File: config.mk
export PLATFORM = sky130hd
export DESIGN_NAME = rx_block_writer
export DESIGN_NICKNAME = d
export VERILOG_FILES = /design/src/rtl/mem_pkg.sv /design/src/rtl/rx_block_writer.sv
export SDC_FILE = /design/constraint.sdc
export NUM_CORES = 1
export LEC_CHECK = 0
export BUFFER_PORTS_ARGS = -buffer_cell sky130_fd_sc_hd__buf_2
export CORE_UTILIZATION = 56
export DETAILED_ROUTE_END_ITERATION = 8
export PLACE_DENSITY = 0.84
export SLEW_MARGIN = 40
export SYNTH_ARGS = -nofsm -noshare
export SYNTH_HDL_FRONTEND = slang
export SYNTH_SLANG_ARGS = --single-unit
File: constraint.sdc
create_clock -name clk -period 7.4 [get_ports clk]
set_clock_uncertainty 0.2 [all_clocks]
set_input_delay 0.74 -clock clk [delete_from_list [all_inputs] [get_ports clk]]
set_output_delay 0.74 -clock clk [all_outputs]
set_load 0.02 [all_outputs]
File: src/rtl/mem_pkg.sv
// Block-memory layout shared by the RX block writer and its neighbours:
// widths, field offsets within a stored block, and the writer's state type.
package mem_pkg;
  localparam int ADDR_W            = 8;
  localparam int BLK_PAYLOAD_BYTES = 8;
  localparam int CNT_W             = 4;   // holds 0..BLK_PAYLOAD_BYTES
  localparam int PAY_BITS          = 8 * BLK_PAYLOAD_BYTES;
  localparam int NEXT_LSB          = PAY_BITS;
  localparam int CNT_LSB           = NEXT_LSB + ADDR_W;
  localparam int LAST_BIT          = CNT_LSB + CNT_W;
  localparam int BLOCK_BITS        = LAST_BIT + 1;

  typedef enum logic [1:0] {
    ST_ALLOC      = 2'd0,
    ST_FILL       = 2'd1,
    ST_ALLOC_NEXT = 2'd2,
    ST_WRITE      = 2'd3
  } wr_state_e;

  function automatic logic [BLOCK_BITS-1:0] pack_block(
    input logic [PAY_BITS-1:0] pay,
    input logic [ADDR_W-1:0]   nxt,
    input logic [CNT_W-1:0]    cnt,
    input logic                last
  );
    return {last, cnt, nxt, pay};
  endfunction
endpackage

File: src/rtl/rx_block_writer.sv
// Streams RX frame bytes into linked fixed-size memory blocks taken from a
// free list; captures MAC addresses and raises a frame descriptor on the last write.
module rx_block_writer
  import mem_pkg::*;
(
  input  logic                  clk,
  input  logic                  rst_n,
  input  logic                  rx_valid_i,
  input  logic [7:0]            rx_data_i,
  input  logic                  rx_last_i,
  output logic                  rx_ready_o,
  output logic                  fl_alloc_req_o,
  input  logic                  fl_alloc_gnt_i,
  input  logic [ADDR_W-1:0]     fl_alloc_block_idx_i,
  input  logic                  mem_gnt_i,
  output logic                  mem_we_o,
  output logic [ADDR_W-1:0]     mem_addr_o,
  output logic [BLOCK_BITS-1:0] mem_wdata_o,
  output logic [47:0]           rx_mac_dst_addr_o,
  output logic [47:0]           rx_mac_src_addr_o,
  output logic [ADDR_W-1:0]     data_start_addr_o,
  output logic                  eop_o
);
  wr_state_e r_state, w_state_nx;

  logic                              r_run, r_slot_pend, r_last;
  logic [ADDR_W-1:0]                 r_cur, r_next, r_start;
  logic [CNT_W-1:0]                  r_cnt, w_cnt_inc;
  logic [BLK_PAYLOAD_BYTES-1:0][7:0] r_buf;
  logic [3:0]                        r_fidx;
  logic [47:0]                       r_dst, r_src;
  logic                              w_req, w_gnt, w_accept, w_slot, w_full;

  // r_run keeps the request low during the first cycle after reset
  assign w_req     = r_run && (r_state == ST_ALLOC || r_state == ST_ALLOC_NEXT);
  assign w_gnt     = w_req && fl_alloc_gnt_i;
  assign w_accept  = rx_valid_i && (r_state == ST_FILL);
  assign w_slot    = (r_state == ST_WRITE) && r_slot_pend;
  assign w_cnt_inc = r_cnt + CNT_W'(1);
  assign w_full    = (w_cnt_inc == CNT_W'(BLK_PAYLOAD_BYTES));

  always_ff @(posedge clk) begin
    if (!rst_n) r_state <= ST_ALLOC;
    else        r_state <= w_state_nx;
  end

  always_comb begin
    w_state_nx = r_state;
    case (r_state)
      ST_ALLOC:      if (w_gnt) w_state_nx = ST_FILL;
      ST_FILL: begin
        if (w_accept) begin
          if (rx_last_i)   w_state_nx = ST_WRITE;
          else if (w_full) w_state_nx = ST_ALLOC_NEXT;
        end
      end
      ST_ALLOC_NEXT: if (w_gnt) w_state_nx = ST_WRITE;
      ST_WRITE:      if (w_slot) w_state_nx = r_last ? ST_ALLOC : ST_FILL;
      default:       w_state_nx = ST_ALLOC;
    endcase
  end

  always_comb begin
    rx_ready_o     = 1'b0;
    fl_alloc_req_o = w_req;
    mem_we_o       = 1'b0;
    mem_addr_o     = '0;
    mem_wdata_o    = '0;
    eop_o          = 1'b0;
    case (r_state)
      ST_FILL:  rx_ready_o = 1'b1;
      ST_WRITE: begin
        mem_we_o    = 1'b1;
        mem_addr_o  = r_cur;
        mem_wdata_o = pack_block(r_buf, r_next, r_cnt, r_last);
        eop_o       = r_last;
      end
      default: ;
    endcase
  end

  assign rx_mac_dst_addr_o = r_dst;
  assign rx_mac_src_addr_o = r_src;
  assign data_start_addr_o = r_start;

  always_ff @(posedge clk) begin
    if (!rst_n) begin
      r_run       <= 1'b0;
      r_slot_pend <= 1'b0;
      r_last      <= 1'b0;
      r_cur       <= '0;
      r_next      <= '0;
      r_start     <= '0;
      r_cnt       <= '0;
      r_buf       <= '0;
      r_fidx      <= '0;
      r_dst       <= '0;
      r_src       <= '0;
    end else begin
      r_run <= 1'b1;
      case (r_state)
        ST_ALLOC: begin
          // new frame: descriptor of the previous one is no longer needed
          if (w_gnt) begin
            r_cur   <= fl_alloc_block_idx_i;
            r_start <= fl_alloc_block_idx_i;
            r_cnt   <= '0;
            r_last  <= 1'b0;
            r_buf   <= '0;
            r_fidx  <= '0;
            r_dst   <= '0;
            r_src   <= '0;
          end
        end
        ST_FILL: begin
          if (w_accept) begin
            for (int j = 0; j < BLK_PAYLOAD_BYTES; j++)
              if (r_cnt == CNT_W'(j)) r_buf[j] <= rx_data_i;
            for (int j = 0; j < 6; j++)
              if (r_fidx == 4'(j)) r_dst[8*(5-j) +: 8] <= rx_data_i;
            for (int j = 6; j < 12; j++)
              if (r_fidx == 4'(j)) r_src[8*(11-j) +: 8] <= rx_data_i;
            if (r_fidx != 4'd12) r_fidx <= r_fidx + 4'd1;
            r_cnt <= w_cnt_inc;
            if (rx_last_i) begin
              r_last <= 1'b1;
              r_next <= '0;
            end
          end
        end
        ST_ALLOC_NEXT: if (w_gnt) r_next <= fl_alloc_block_idx_i;
        ST_WRITE: begin
          // grant arms the slot; the slot cycle itself closes the write
          if (w_slot) begin
            r_slot_pend <= 1'b0;
            r_cur       <= r_next;
            r_cnt       <= '0;
            r_buf       <= '0;
          end else if (mem_gnt_i) begin
            r_slot_pend <= 1'b1;
          end
        end
        default: ;
      endcase
    end
  end
endmodule

---- Word level (Yosys, flattened, before mapping) ----
Index checks and enable logic that the tools add are counted.
word-level totals
  output and inout bits ................... 193
  register bits ........................... 197
cells by class
  eq/ne operators ......................... 50
  mux-type cells .......................... 62
  reductions and logical operators ........ 41
  $add $sub $neg .......................... 2
operator list
  kind                   number
  $mux W8                25
  $mux W64               3
  $pmux W48 S2           2
  $pmux W64 S3           1
  $mux W48               3
  $mux W77               1
  $reduce_and A4 Y1      16
  $reduce_and A5 Y1      9
  $ne A2 B1 Y1 const B   21
  $eq A4 B3 Y1 const B   8
  $pmux W8 S2            2
  $eq A4 B4 Y1 const B   5
  $mux W4                5
  $eq A4 B2 Y1 const B   4
  $mux W2                6
  $pmux W4 S3            1
  $mux W1                10
  $ne A2 B2 Y1 const B   5
  $add A4 B1 Y4 const B  2
  $eq A4 B1 Y1 const B   2
  $logic_not A4 Y1       2
  $pmux W2 S4            1
  $pmux W4 S2            1
  $reduce_bool A2 Y1     4
  other kinds (11)       16

---- Longest topological paths before layout ----
Gate-level depths: netlist (run 1).
  depth after elaboration ................. 6
  depth in mapped cells ................... 9
  gate-level depth less buffers ........... 6

---- Worst setup path after synthesis (run 1) ----
OpenSTA, ideal clock, no wires.
  path kind ............................... register -> register
  start point ............................. register r_state[1]
  end point ............................... register r_cnt[3]
  period minus slack after synthesis ...... 2.555 ns
  path slack .............................. 4.845 ns
  stages on the path, launching flop included .. 9
  arrival time ............................ 2.285 ns
  required time ........................... 7.130 ns
  library setup time ...................... 0.070 ns
  buffers on the path ..................... 2
  path through ............................ dfxtp_1 inv_1 ha_1 buf_6 nor2b_1 or4_4 buf_6 or4_1 a21oi_1
between the ends
  cells in the longest elaborated chain, start to end .. 6
  elaborated cells between the ends (all ways) .. 15
  those cells by class .................... eq/ne: 6; mux: 1; reduce/logical: 8
RTL lines
  element                                           line                                           source
  from (decl)                                       rx_block_writer.sv:24                          wr_state_e r_state, w_state_nx;
  from (signal assigned)                            rx_block_writer.sv:44                          else r_state <= w_state_nx;
  $eq A2 B2 Y1 or $logic_not A2 Y1 (tied branches)  rx_block_writer.sv:35, rx_block_writer.sv:101
  $logic_or A1 B1 Y1                                rx_block_writer.sv:35                          assign w_req = r_run && (r_state == ST_ALLOC || r_state == ST_ALLOC_NEXT);
  $logic_and A1 B1 Y1                               rx_block_writer.sv:35
  $logic_and A1 B1 Y1                               rx_block_writer.sv:36                          assign w_gnt = w_req && fl_alloc_gnt_i;
  $ne A2 B2 Y1 (no line)                            n/a
  $reduce_and A4 Y1 (no line)                       n/a
  to (signal assigned)                              rx_block_writer.sv:124                         r_cnt <= w_cnt_inc;
  to (decl)                                         rx_block_writer.sv:28                          logic [CNT_W-1:0] r_cnt, w_cnt_inc;
Several ways; a longest one is shown, not always the timed one.
A chain may end at the register's enable or synchronous reset.

---- Worst setup path in the final report (run 1) ----
  start point ............................. register r_state[1]
  end point ............................... output mem_wdata_o[72]
between the ends
  cells in the longest elaborated chain, start to end .. 2
RTL lines
  element       line                   source
  $eq A2 B2 Y1  rx_block_writer.sv:70  case (r_state)
  $mux W77      rx_block_writer.sv:70
  to (decl)     rx_block_writer.sv:18  output logic [BLOCK_BITS-1:0] mem_wdata_o,
Every way passes these cells.

==> results.md, run 1 <==
- Status: finished clean
- Endpoints failing setup: 0
- Row Count: 42
- Worst-Margin Slew: 0.8233 ns
- Post-cts gate resize count: 0
- Setup total negative slack: 0 ns
- Sw Share: 32.16%
- HPWL Detailed: 13140 um
- PwrDens: 278.7 nW/um^2
- Port Buffers: 214
- Chain of cells forming the critical path: ha_2, buf_4, inv_1, nor2_1, buf_2
- DRT iter0 DRCs: 564
- NetSw: 855.4 uW
- H-tree levels: 4
- Remaining DRCs: 0
- Worst EP required: 6.46 ns
- Slew Limit Fails: 0
- DR vias/cell: 5.559
- Slew headroom: 44.98%
- Synth Area per Inst: 9.464 um^2
- Avg WL per Cell: 17.13 um
- Logic pwr share: 22.4%
- Sequential share of power: 42.6%
- Die width: 120.2 um
- Tcrit/Tclk final: 47.54%
- Post-synthesis cell count: 826
- Commonest non-fill, non-tap cell in the layout: buf_2
- First-pass GRT wire length: 31980 um
- Die area: 14440 um^2
- Synth Net Count: 862
- CP Capture Type: output port
- #FFs+latches synth: 197
- CP Data Arrival Time: ~2.6 ns
- Worst Reg-to-Reg Cells: 6
- Core Region: between 10000 and 15000 um^2
- Nets: 1036
- Commonest cells after routing, fill and taps aside: buf_2, dfxtp_1, nand2_1
- Clock root buffer: clkbuf_16
- Via count: 6615
- Non-filler cells, final: between 1000 and 1500
- Critical path startpoint category: flip-flop
- Area growth syn-to-layout: 22.06%
- Slowest CP cell: ha_2
- Vias in the first global route: 6242
- RSZ-0062 raised after global routing: no
- Post-CTS Setup Inserts: 0
- Power, Total: 2.660 mW
- Clock period minus final worst setup slack: 3.518 ns
- Yosys warning count: 0
- DRT Pass-1 Iters: 6
- Max Root-Sink Buffers: 2
- Die Ht: 120.2 um
- VDD IR max: about 0.17 mV
- Initial core utilization: 58.11%
- Hold-fix buffer count after cts: 0
- Largest net degree at the start of global routing: 97
- Endpoints failing hold: 0
- Routability cong.: around 0.8
- Setup CP Type: flip-flop to output port
- Share of layout cells above drive strength 1: 27.15%
- CTS buffer count: 17
- Internal: 1.804 mW
- I/O pins: around 220
- CTS sink cnt: 197
- TritonCTS clock tree: yes
- Initial antenna violation count: 1
- Congestion Overflow GR: 0
- WL final: 20380 um
- Clock transition at path regs: 0.07 ns
- Post-synthesis sequential area ratio: between 50% and 60%
- Largest stage delay on the critical path: 0.61 ns
- Max-Cap Viols: 0
- Crit Path Max Fanout: 47
- DP Cell Count: about 1200
- Final antenna-violating net count: 0
- Clock power share: 35.1%
- Lkg Pwr: 4.554 nW
- Total track usage: ~28%
- Unique masters post-synth: 39
- Synth Cell Area: between 7000 and 8000 um^2
- WHS Path Cells: 2
- Worst skew pair latency: 0.44 ns
- Crit path setup slack, layout: around 3.9 ns
- Worst hold path class: flip-flop to flip-flop
- Place WS: between 3 and 4 ns
- Max Clk Rate: 284.2 MHz
==> power by group through the flow <==
stage                     logic [mW]  registers (mW)  clock network, mW
final                          0.595            1.13              0.932
after global routing           0.649            1.14              0.983
after CTS                      0.589            1.13              0.937
after detailed placement       0.582            1.16                  0
after global placement         0.561            1.15                  0
after floorplan                0.440            1.16                  0
==> cell families (layout without fill, tap and decap cells) <==
family / count (synthesis) / after routing / synth area share [%]
simple gates: 303 / 303 / 19.56
buf+inv: 75 / 262 / 3.873
fa+ha+maj: 14 / 14 / 2.241
mux: 81 / 81 / 10.37
flops: 197 / 197 / 50.45
compound gates: 155 / 155 / 13.40
xor+xnor: 1 / 1 / 0.1121
other cells: 0 / 1 / 0
==> final timing paths <==
kind                                startpoint                                end  slack, ns
max                    r_state[1]$_SDFFE_PN0P_                    mem_wdata_o[72]       3.88
min          data_start_addr_o[6]$_SDFFE_PN0P_  data_start_addr_o[6]$_SDFFE_PN0P_       0.25
max reg2reg            r_state[1]$_SDFFE_PN0P_             r_buf[24]$_SDFFE_PN0P_       4.29
min reg2reg  data_start_addr_o[6]$_SDFFE_PN0P_  data_start_addr_o[6]$_SDFFE_PN0P_       0.25
==> cell usage after synthesis, drive strengths merged <==
cell type | n | area [um^2]
a31oi | 1 | 6.260
nor4b | 1 | 8.760
nand3 | 44 | 220.2
a21o | 1 | 7.510
mux2i | 81 | 810.8
o2bb2ai | 56 | 490.5
or3 | 5 | 31.28
nor4 | 4 | 25.02
and3 | 1 | 6.260
nand4 | 4 | 25.02
ha | 14 | 175.2
clkbuf | 53 | 198.9
xnor2 | 1 | 8.760
nor2b | 4 | 25.02
a21boi | 3 | 26.27
a221oi | 1 | 8.760
dfxtp | 197 | 3944
a211oi | 8 | 60.06
and3b | 1 | 8.760
a21oi | 34 | 170.2
inv | 14 | 52.55
and2 | 92 | 575.6
a21bo | 1 | 10.01
or4 | 4 | 33.78
o21a | 5 | 37.54
nand2b | 3 | 18.77
nand2 | 114 | 447.9
nor2 | 25 | 93.84
o211ai | 2 | 15.01
buf | 8 | 51.30
and4 | 1 | 8.760
o21ai | 43 | 215.2
==> area by class of cell <==
type                            instances  area (um^2)
Sequential cell                       197         3944
Fill cell                            1066         3911
Multi-Input combinational cell        554         3640
Timing Repair Buffer                  216         1090
Clock buffer                           21        470.5
Tap cell                              176        220.2
Clock inverter                         11        122.6
Inverter                               14        52.55
Antenna cell                            1        2.502
==> metrics by stage <==
stage          hold WS [ns]  area [um^2]  util, %
4_1_cts              0.2572         9527    70.81
5_1_grt              0.2748         9539    70.91
6_report             0.2545         9542    70.93
2_1_floorplan        0.2242         7818        -
3_3_place_gp         0.2368         8894    66.11
3_5_place_dp         0.2384         8934    66.41
==> worst max-delay path: cells and delay by family, from the launching register on <==
| family | cells | cell delay (ns) |
|---|---|---|
| AND/OR/NAND/NOR | 1 | 0.18 |
| flip-flops | 1 | 0.40 |
| buffers and inverters | 3 | 0.93 |
| adder cells (fa/ha/maj) | 1 | 0.61 |
==> state kept, by name (all words and copies together) (netlist names) <==
name               cells
r_buf                 64
rx_mac_dst_addr_o     48
rx_mac_src_addr_o     48
data_start_addr_o      8
r_cur                  8
r_next                 8
r_cnt                  4
r_fidx                 4
r_state                2
r_last                 1
r_run                  1
r_slot_pend            1
==> layer usage <==
layer,GRT usage [%],part of all wire [%],vias to the layer above
met5,0,0,-
met4,9.453,1.0,0
met3,7.462,7.1,23
met2,45.55,47,264
met1,37.13,45,3133
li1,-,-,3195
Power figures use the tool's default switching activity.
==> run 2: changes to the inputs <==
--- a/config.mk
+++ b/config.mk
@@ -6,9 +6,9 @@
 export NUM_CORES = 1
 export LEC_CHECK = 0
 export BUFFER_PORTS_ARGS = -buffer_cell sky130_fd_sc_hd__buf_2
-export CORE_UTILIZATION = 56
+export CORE_UTILIZATION = 52
 export DETAILED_ROUTE_END_ITERATION = 8
-export PLACE_DENSITY = 0.84
+export PLACE_DENSITY = 0.78
 export SLEW_MARGIN = 40
 export SYNTH_ARGS = -nofsm -noshare
 export SYNTH_HDL_FRONTEND = slang
==> constraint.sdc (replaced) <==
create_clock -name clk -period 3.44 [get_ports clk]
set_clock_uncertainty 0.2 [all_clocks]
set_input_delay 0.344 -clock clk [delete_from_list [all_inputs] [get_ports clk]]
set_output_delay 0.344 -clock clk [all_outputs]
set_load 0.02 [all_outputs]
==> run 2 against run 1 <==
Against the previous run:
- sequential cell count stayed put
- cell count grew 2.3%
- clock-buffer cell count is 3 lower
- die area increased by 7.6%
- critical path type is now flip-flop to flip-flop
- non-clock buffer count grew 21
- design area increased by 1.8%
- largest power group unchanged
- via count is 1.4% lower
- total power is 120% higher
- sequential share of layout area decreased by 0.75 points
- register-to-register slack got worse by 3.6 ns
- highest routed layer unchanged
==> results.md, run 2 (synthesis results as in run 1) <==
- Status: finished clean
- Endpoints failing hold: 0 (unchanged)
- Clock period minus final worst setup slack: about 2.7 ns
- Largest stage delay on the critical path: 0.58 ns (-0.03 ns)
- Tcrit/Tclk final: 79.52%
- Setup CP Type: flip-flop to flip-flop
- Largest net degree at the start of global routing: 97 (unchanged)
- CTS sink cnt: 197 (unchanged)
- RSZ-0062 raised after global routing: no
- Hold-fix buffer count after cts: 9 (+9)
- DP Area: 9006 um^2 (+0.81%)
- Antenna cells: 0 (-1)
- Share of layout cells above drive strength 1: 27.01% (-0.14 points)
- Core Util, Final: 66.61% (-4.3 points)
- DR vias/cell: 5.358 (-3.6%)
- Slew Limit Fails: 0 (unchanged)
- Lkg Pwr: 4.647 nW (+2.0%)
- Max-Cap Viols: 0 (unchanged)
- Max FFs per register: 64 (unchanged)
- Met1 WL: 9451 um (+3.9%)
- Congestion Overflow GR: 0 (unchanged)
- Total track usage: 26.13% (-2.3 points)
- Highest routed layer: met4
- Slew headroom: 46.65% (+1.7 points)
- Endpoints failing setup: 0 (unchanged)
- Chain of cells forming the critical path: inv_1, ha_1, nor2b_1, or4_4, or3_1, o2bb2ai_1
- Initial core utilization: 53.58% (-4.5 points)
- Crit Path Max Fanout: 19 (-60%)
- Core Region: 14590 um^2 (+8.4%)
- Die width: 124.6 um (+3.7%)
- Worst EP required: 3.59 ns (-2.87 ns)
- Slowest CP cell: or4_4
- Worst Path Buf+Inv: 1 (-2)
- Avg WL per Cell: 16.61 um (-3.0%)
- Fin Hold WS: 0.01456 ns (-0.2399 ns)
- Most flop-heavy register: r_buf
- Die area: 15530 um^2 (+7.6%)
- WL final: 20210 um (-0.81%)
- Post-cts gate resize count: 0 (unchanged)
- PwrDens: 598.2 nW/um^2 (+110%)
- Worst hold path class: input pin to flip-flop
- Worst-Margin Slew: 0.7984 ns (-0.02496 ns)
- Nets: 1057 (+2.0%)
- Clock root buffer: clkbuf_16
- Final antenna-violating net count: 0 (unchanged)
- CP Data Arrival Time: 2.89 ns (+0.31 ns)
- Critical path startpoint category: flip-flop
- Post-CTS Setup Inserts: 0 (unchanged)
- Crit path max-delay family: simple AND/OR/NAND/NOR gates
- Routability cong.: 0.8030 (-2.0%)
- First-pass GRT wire length: 32450 um (+1.5%)
- VDD IR max: 0.3477 mV (+110%)
- Port Buffers: 214 (unchanged)
- Max Root-Sink Buffers: 2 (unchanged)
- CTS buffer count: 17 (unchanged)
- Clock transition at path regs: 0.07 ns (about the same)
- TritonCTS clock tree: yes
- Vias in the first global route: 6067 (-2.8%)
- I/O pins: 215 (unchanged)
- Power, Total: 5.814 mW (+120%)
- DRT Pass-1 Iters: 5 (-1)
- WL met2: 9235 um (-4.1%)
- Row Count: 44 (+4.8%)
- Die Ht: 124.6 um (+3.7%)
- Remaining DRCs: 0 (unchanged)
- Commonest cells after routing, fill and taps aside: buf_2, dfxtp_1, nand2_1
- Initial antenna violation count: 0 (-1)
- Cell area after layout: 9718 um^2 (+1.8%)
- CP Capture Type: flip-flop
- Met3 routed wirelength: 1164 um (-20%)
- Area growth syn-to-layout: 24.31%
- Max Clk Rate: between 300 and 400 MHz
- Worst skew pair latency: 0.43 ns (about the same)
- H-tree levels: 4 (unchanged)
- Via count: 6521 (-1.4%)
- Commonest non-fill, non-tap cell in the layout: buf_2
- HPWL Detailed: 13410 um (+2.1%)
- DRT iter0 DRCs: 365 (-35%)
- Setup total negative slack: 0 ns (unchanged)
-- run 2: cell types whose count changed in the layout (fill, tap and decap cells not counted), sizes merged --
| cell | before | now |
|---|---|---|
| diode | 1 | 0 |
| clkbuf | 21 | 18 |
| clkinvlp | 1 | 3 |
| clkinv | 6 | 2 |
| bufinv | 2 | 3 |
| buf | 216 | 228 |
| dlygate4sd3 | 0 | 9 |
| inv | 16 | 19 |
-- run 2: through the flow --
stage / instances / setup WS [ns]
floorplan: 826 / 0.8850
detailed placement: 1177 / 0.7104
CTS: 1217 / 0.6649
finish: 1217 / 0.7046
global route: 1217 / 0.4229
global placement: 1177 / 0.7701
-- run 2: worst paths after layout --
check | slack, ns | endpoint | cells after the start | from
setup / recovery | 0.70 | r_buf[47]$_SDFFE_PN0P_ | 6 | r_state[1]$_SDFFE_PN0P_
hold reg to reg | 0.25 | data_start_addr_o[1]$_SDFFE_PN0P_ | 2 | data_start_addr_o[1]$_SDFFE_PN0P_
hold / removal | 0.01 | data_start_addr_o[5]$_SDFFE_PN0P_ | 3 | fl_alloc_block_idx_i[5]
setup reg to reg | 0.70 | r_buf[47]$_SDFFE_PN0P_ | 6 | r_state[1]$_SDFFE_PN0P_
-- run 2: worst register-to-register path, cell delays in order, from the launching register on --
cell and delay [ns]:
dfxtp_1 0.40, inv_1 0.10, ha_1 0.39, nor2b_1 0.28, or4_4 0.58, or3_1 0.52
o2bb2ai_1 0.20
-- run 2: final cells by class --
type,count,area [um^2]
tap,184,230.2
sequential,197,3944
multi-input combinational,554,3601
inverter,14,52.55
fill,1227,4871
clock buffer,18,439.2
clock inverter,13,172.7
timing repair buffer,237,1279
-- run 2: power by group --
group	internal, mW	leakage (nW)	switching, mW	total, mW
sequential	2.37	1.59	0.0615	2.43
combinational	0.416	2.77	0.887	1.30
clock	1.17	0.292	0.903	2.08
total	3.96	4.65	1.85	5.81
-- run 2: routing by layer --
| layer | vias to the layer above | track usage (%) |
|---|---|---|
| li1 | 3221 | - |
| met3 | 25 | 5.713 |
| met2 | 204 | 41.18 |
| met4 | 0 | 9.072 |
| met5 | - | 0 |
| met1 | 3071 | 35.30 |
==> run 3: changes to the inputs <==
--- a/config.mk
+++ b/config.mk
@@ -6,9 +6,9 @@
 export NUM_CORES = 1
 export LEC_CHECK = 0
 export BUFFER_PORTS_ARGS = -buffer_cell sky130_fd_sc_hd__buf_2
-export CORE_UTILIZATION = 52
+export CORE_UTILIZATION = 47
 export DETAILED_ROUTE_END_ITERATION = 8
-export PLACE_DENSITY = 0.78
+export PLACE_DENSITY = 0.75
 export SLEW_MARGIN = 40
 export SYNTH_ARGS = -nofsm -noshare
 export SYNTH_HDL_FRONTEND = slang
==> constraint.sdc (replaced) <==
create_clock -name clk -period 2.34 [get_ports clk]
set_clock_uncertainty 0.2 [all_clocks]
set_input_delay 0.234 -clock clk [delete_from_list [all_inputs] [get_ports clk]]
set_output_delay 0.234 -clock clk [all_outputs]
set_load 0.02 [all_outputs]
==> run 3 against run 2 <==
Against the previous run:
- wire length grew 6.4%
- largest cell class unchanged
- design area increased by 5.3%
- sequential share of layout area is 2.0 points lower
- register-to-register slack got worse by 0.67 ns
- fmax rose by 19%
- critical path depth unchanged
- non-clock buffer count rose by 45
==> results.md, run 3 (synthesis results as in run 1) <==
- Worst reg2reg path startpoint: r_state[0]$_SDFFE_PN0P_
- Largest stage delay on the critical path: 0.61 ns (+0.03 ns)
- Status: finished clean
- Worst-Margin Slew: 0.4486 ns (-0.3497 ns)
- I/O pins: 215 (unchanged)
- Worst hold endpoint: r_buf[16]$_SDFFE_PN0P_
- Max FFs per register: 64 (unchanged)
- Filler cells: 1380 (+12%)
- Worst skew pair latency: 0.43 ns (about the same)
- Setup CP Type: flip-flop to flip-flop
- Endpoints failing hold: 0 (unchanged)
- Port Buffers: 214 (unchanged)
- RSZ-0062 raised after global routing: yes
- PwrDens: 881.9 nW/um^2 (+47%)
- Hold Startpoint: rx_data_i[0]
- Avg WL per Cell: 16.61 um (about the same)
- Most flop-heavy register: r_buf
- Lkg Pwr: 4.892 nW (+5.3%)
- Share of layout cells above drive strength 1: 30.77% (+3.8 points)
- CTS buffer count: 17 (unchanged)
- Largest net degree at the start of global routing: 66 (-32%)
- DRT iter0 DRCs: 333 (-8.8%)
- Congestion Overflow GR: 0 (unchanged)
- Core Region: 16060 um^2 (+10%)
- CTS sink cnt: 197 (unchanged)
- Commonest non-fill, non-tap cell in the layout: buf_2
- Max-Cap Viols: 0 (unchanged)
- CP Data Arrival Time: 2.45 ns (-0.44 ns)
- Endpoints failing setup: 0 (unchanged)
- Fin Hold WS: 0.03617 ns (+0.02162 ns)
- Setup total negative slack: 0 ns (unchanged)
- Critical path startpoint category: flip-flop
- Die width: 131.0 um (+5.1%)
- WL final: 21510 um (+6.4%)
- Crit Path Max Fanout: 10 (-9)
- Die area: 17150 um^2 (+10%)
- Commonest cells after routing, fill and taps aside: buf_2, dfxtp_1, nand2_1
- Worst Reg-to-Reg Cells: 6 (unchanged)
- DR vias/cell: 5.287 (-1.3%)
- Vias in the first global route: 6088 (+0.35%)
- Tcrit/Tclk final: 98.40% (+19 points)
- Worst EP required: 2.49 ns (-1.10 ns)
- First-pass GRT wire length: 32330 um (-0.38%)
- VDD IR max: 0.5660 mV (+63%)
- Clock root buffer: clkbuf_16
- Worst hold path class: input pin to flip-flop
- Initial core utilization: 48.68% (-4.9 points)
- Chain of cells forming the critical path: inv_2, ha_4, a21boi_2, or4_4, or3_4, o2bb2ai_1
- Power, Total: 9.028 mW (+55%)
- Routability cong.: 0.8006 (-0.30%)
- WHS Path Cells: 3 (unchanged)
- Clock period minus final worst setup slack: 2.303 ns (-0.4327 ns)
- Remaining DRCs: 0 (unchanged)
- Area growth syn-to-layout: 30.94%
- Slowest CP cell: or4_4
- Initial antenna violation count: 0 (unchanged)
- Via count: 6847 (+5.0%)
- Final antenna-violating net count: 0 (unchanged)
- Row Count: 46 (+4.5%)
- Slew headroom: 69.98% (+23 points)
- Clock transition at path regs: 0.07 ns (about the same)
- Max Root-Sink Buffers: 2 (unchanged)
- DRT Pass-1 Iters: 5 (unchanged)
- Place WS: -0.02576 ns (-0.7362 ns)
- Antenna cells: 0 (unchanged)
- H-tree levels: 4 (unchanged)
- Crit path max-delay family: simple AND/OR/NAND/NOR gates
- R2r endpoint: r_buf[32]$_SDFFE_PN0P_
- CP Capture Type: flip-flop
- HPWL Detailed: 14050 um (+4.7%)
- Crit path setup slack, layout: 0.03733 ns (-0.6673 ns)
- Total track usage: 24.65% (-1.5 points)
- Max Clk Rate: 434.3 MHz (+19%)
- Die Ht: 131.0 um (+5.1%)
- Worst Path Buf+Inv: 1 (unchanged)
- Slew Limit Fails: 0 (unchanged)
- Nets: 1102 (+4.3%)
- R2R Setup Slk: 0.04 ns (-0.67 ns)
- TritonCTS clock tree: yes
-- run 3: changes by cell type in the layout (fill, tap and decap cells not counted), moves of 3 or more --
cell	change
buf_4	+37
dlygate4sd3_1	+3
nand2_1	+4
nand2_2	-4
or3_1	-3
or3_4	+3
-- run 3: cell type report --
type / count / area [um^2] / share of cell area [%]
clock buffers: 19 / 442.9 / 4.327
well taps: 216 / 270.3 / 2.640
flip-flops and latches: 197 / 3951 / 38.60
repair buffers: 282 / 1692 / 16.53
inverters: 14 / 55.05 / 0.5378
multi-input cells: 554 / 3659 / 35.74
clock inverters: 13 / 166.4 / 1.626
-- run 3: timing repair --
| item | 4_1_cts | 5_1_grt |
|---|---|---|
| endpoints found under the setup margin | 49 | 61 |
| hold endpoints to repair | 32 | 0 |
| cloned | 0 | 2 |
| hold buffers | 12 | 0 |
| setup buffers | 0 | 1 |
| gates resized for setup | 6 | 9 |
| pin swaps | 0 | 2 |
-- run 3: worst max path at each step --
stage                             from                      end  slack (ns)  depth (start not counted)
2_1_floorplan  r_state[1]$_SDFFE_PN0P_   r_buf[32]$_SDFFE_PN0P_       -0.01                          9
3_3_place_gp   r_state[0]$_SDFFE_PN0P_   r_buf[35]$_SDFFE_PN0P_        0.04                          6
3_5_place_dp   r_state[0]$_SDFFE_PN0P_   r_buf[38]$_SDFFE_PN0P_       -0.03                          6
4_1_cts        r_state[0]$_SDFFE_PN0P_   r_buf[24]$_SDFFE_PN0P_       0.003                          7
5_1_grt        r_state[0]$_SDFFE_PN0P_  r_state[0]$_SDFFE_PN0P_       -0.04                          7
6_report       r_state[0]$_SDFFE_PN0P_   r_buf[32]$_SDFFE_PN0P_        0.04                          6
-- run 3: worst min-delay path: cells and delay by family --
family | cells | cell delay, ns
AOI/OAI and AO/OA | 1 | 0.09
buffers and inverters | 1 | 0.10
and+or+nand+nor | 1 | 0.20
-- run 3: stage by stage --
stage / area [um^2] / std cells / utilization, %
6_report: 10240 / 1295 / 63.74
5_1_grt: 10240 / 1295 / 63.74
4_1_cts: 10150 / 1292 / 63.19
3_5_place_dp: 9392 / 1248 / 58.49
3_3_place_gp: 9392 / 1248 / 58.49
2_1_floorplan: 7864 / 826 / -
-- run 3: where the power goes --
| part | leakage (nW) | internal [mW] | switching, mW |
|---|---|---|---|
| combinational | 3.00 | 0.949 | 1.46 |
| sequential | 1.59 | 3.50 | 0.0906 |
| clock | 0.296 | 1.73 | 1.31 |
| total | 4.89 | 6.17 | 2.85 |
-- run 3: layer usage --
metal	vias up	track usage (%)	wire, um	part of all wire [%]
li1	3318	-	-	-
met1	3282	33.79	10190	47
met2	223	38.90	9887	46
met3	24	5.252	1126	5.2
met4	0	7.370	310	1.4
met5	-	0	0	0
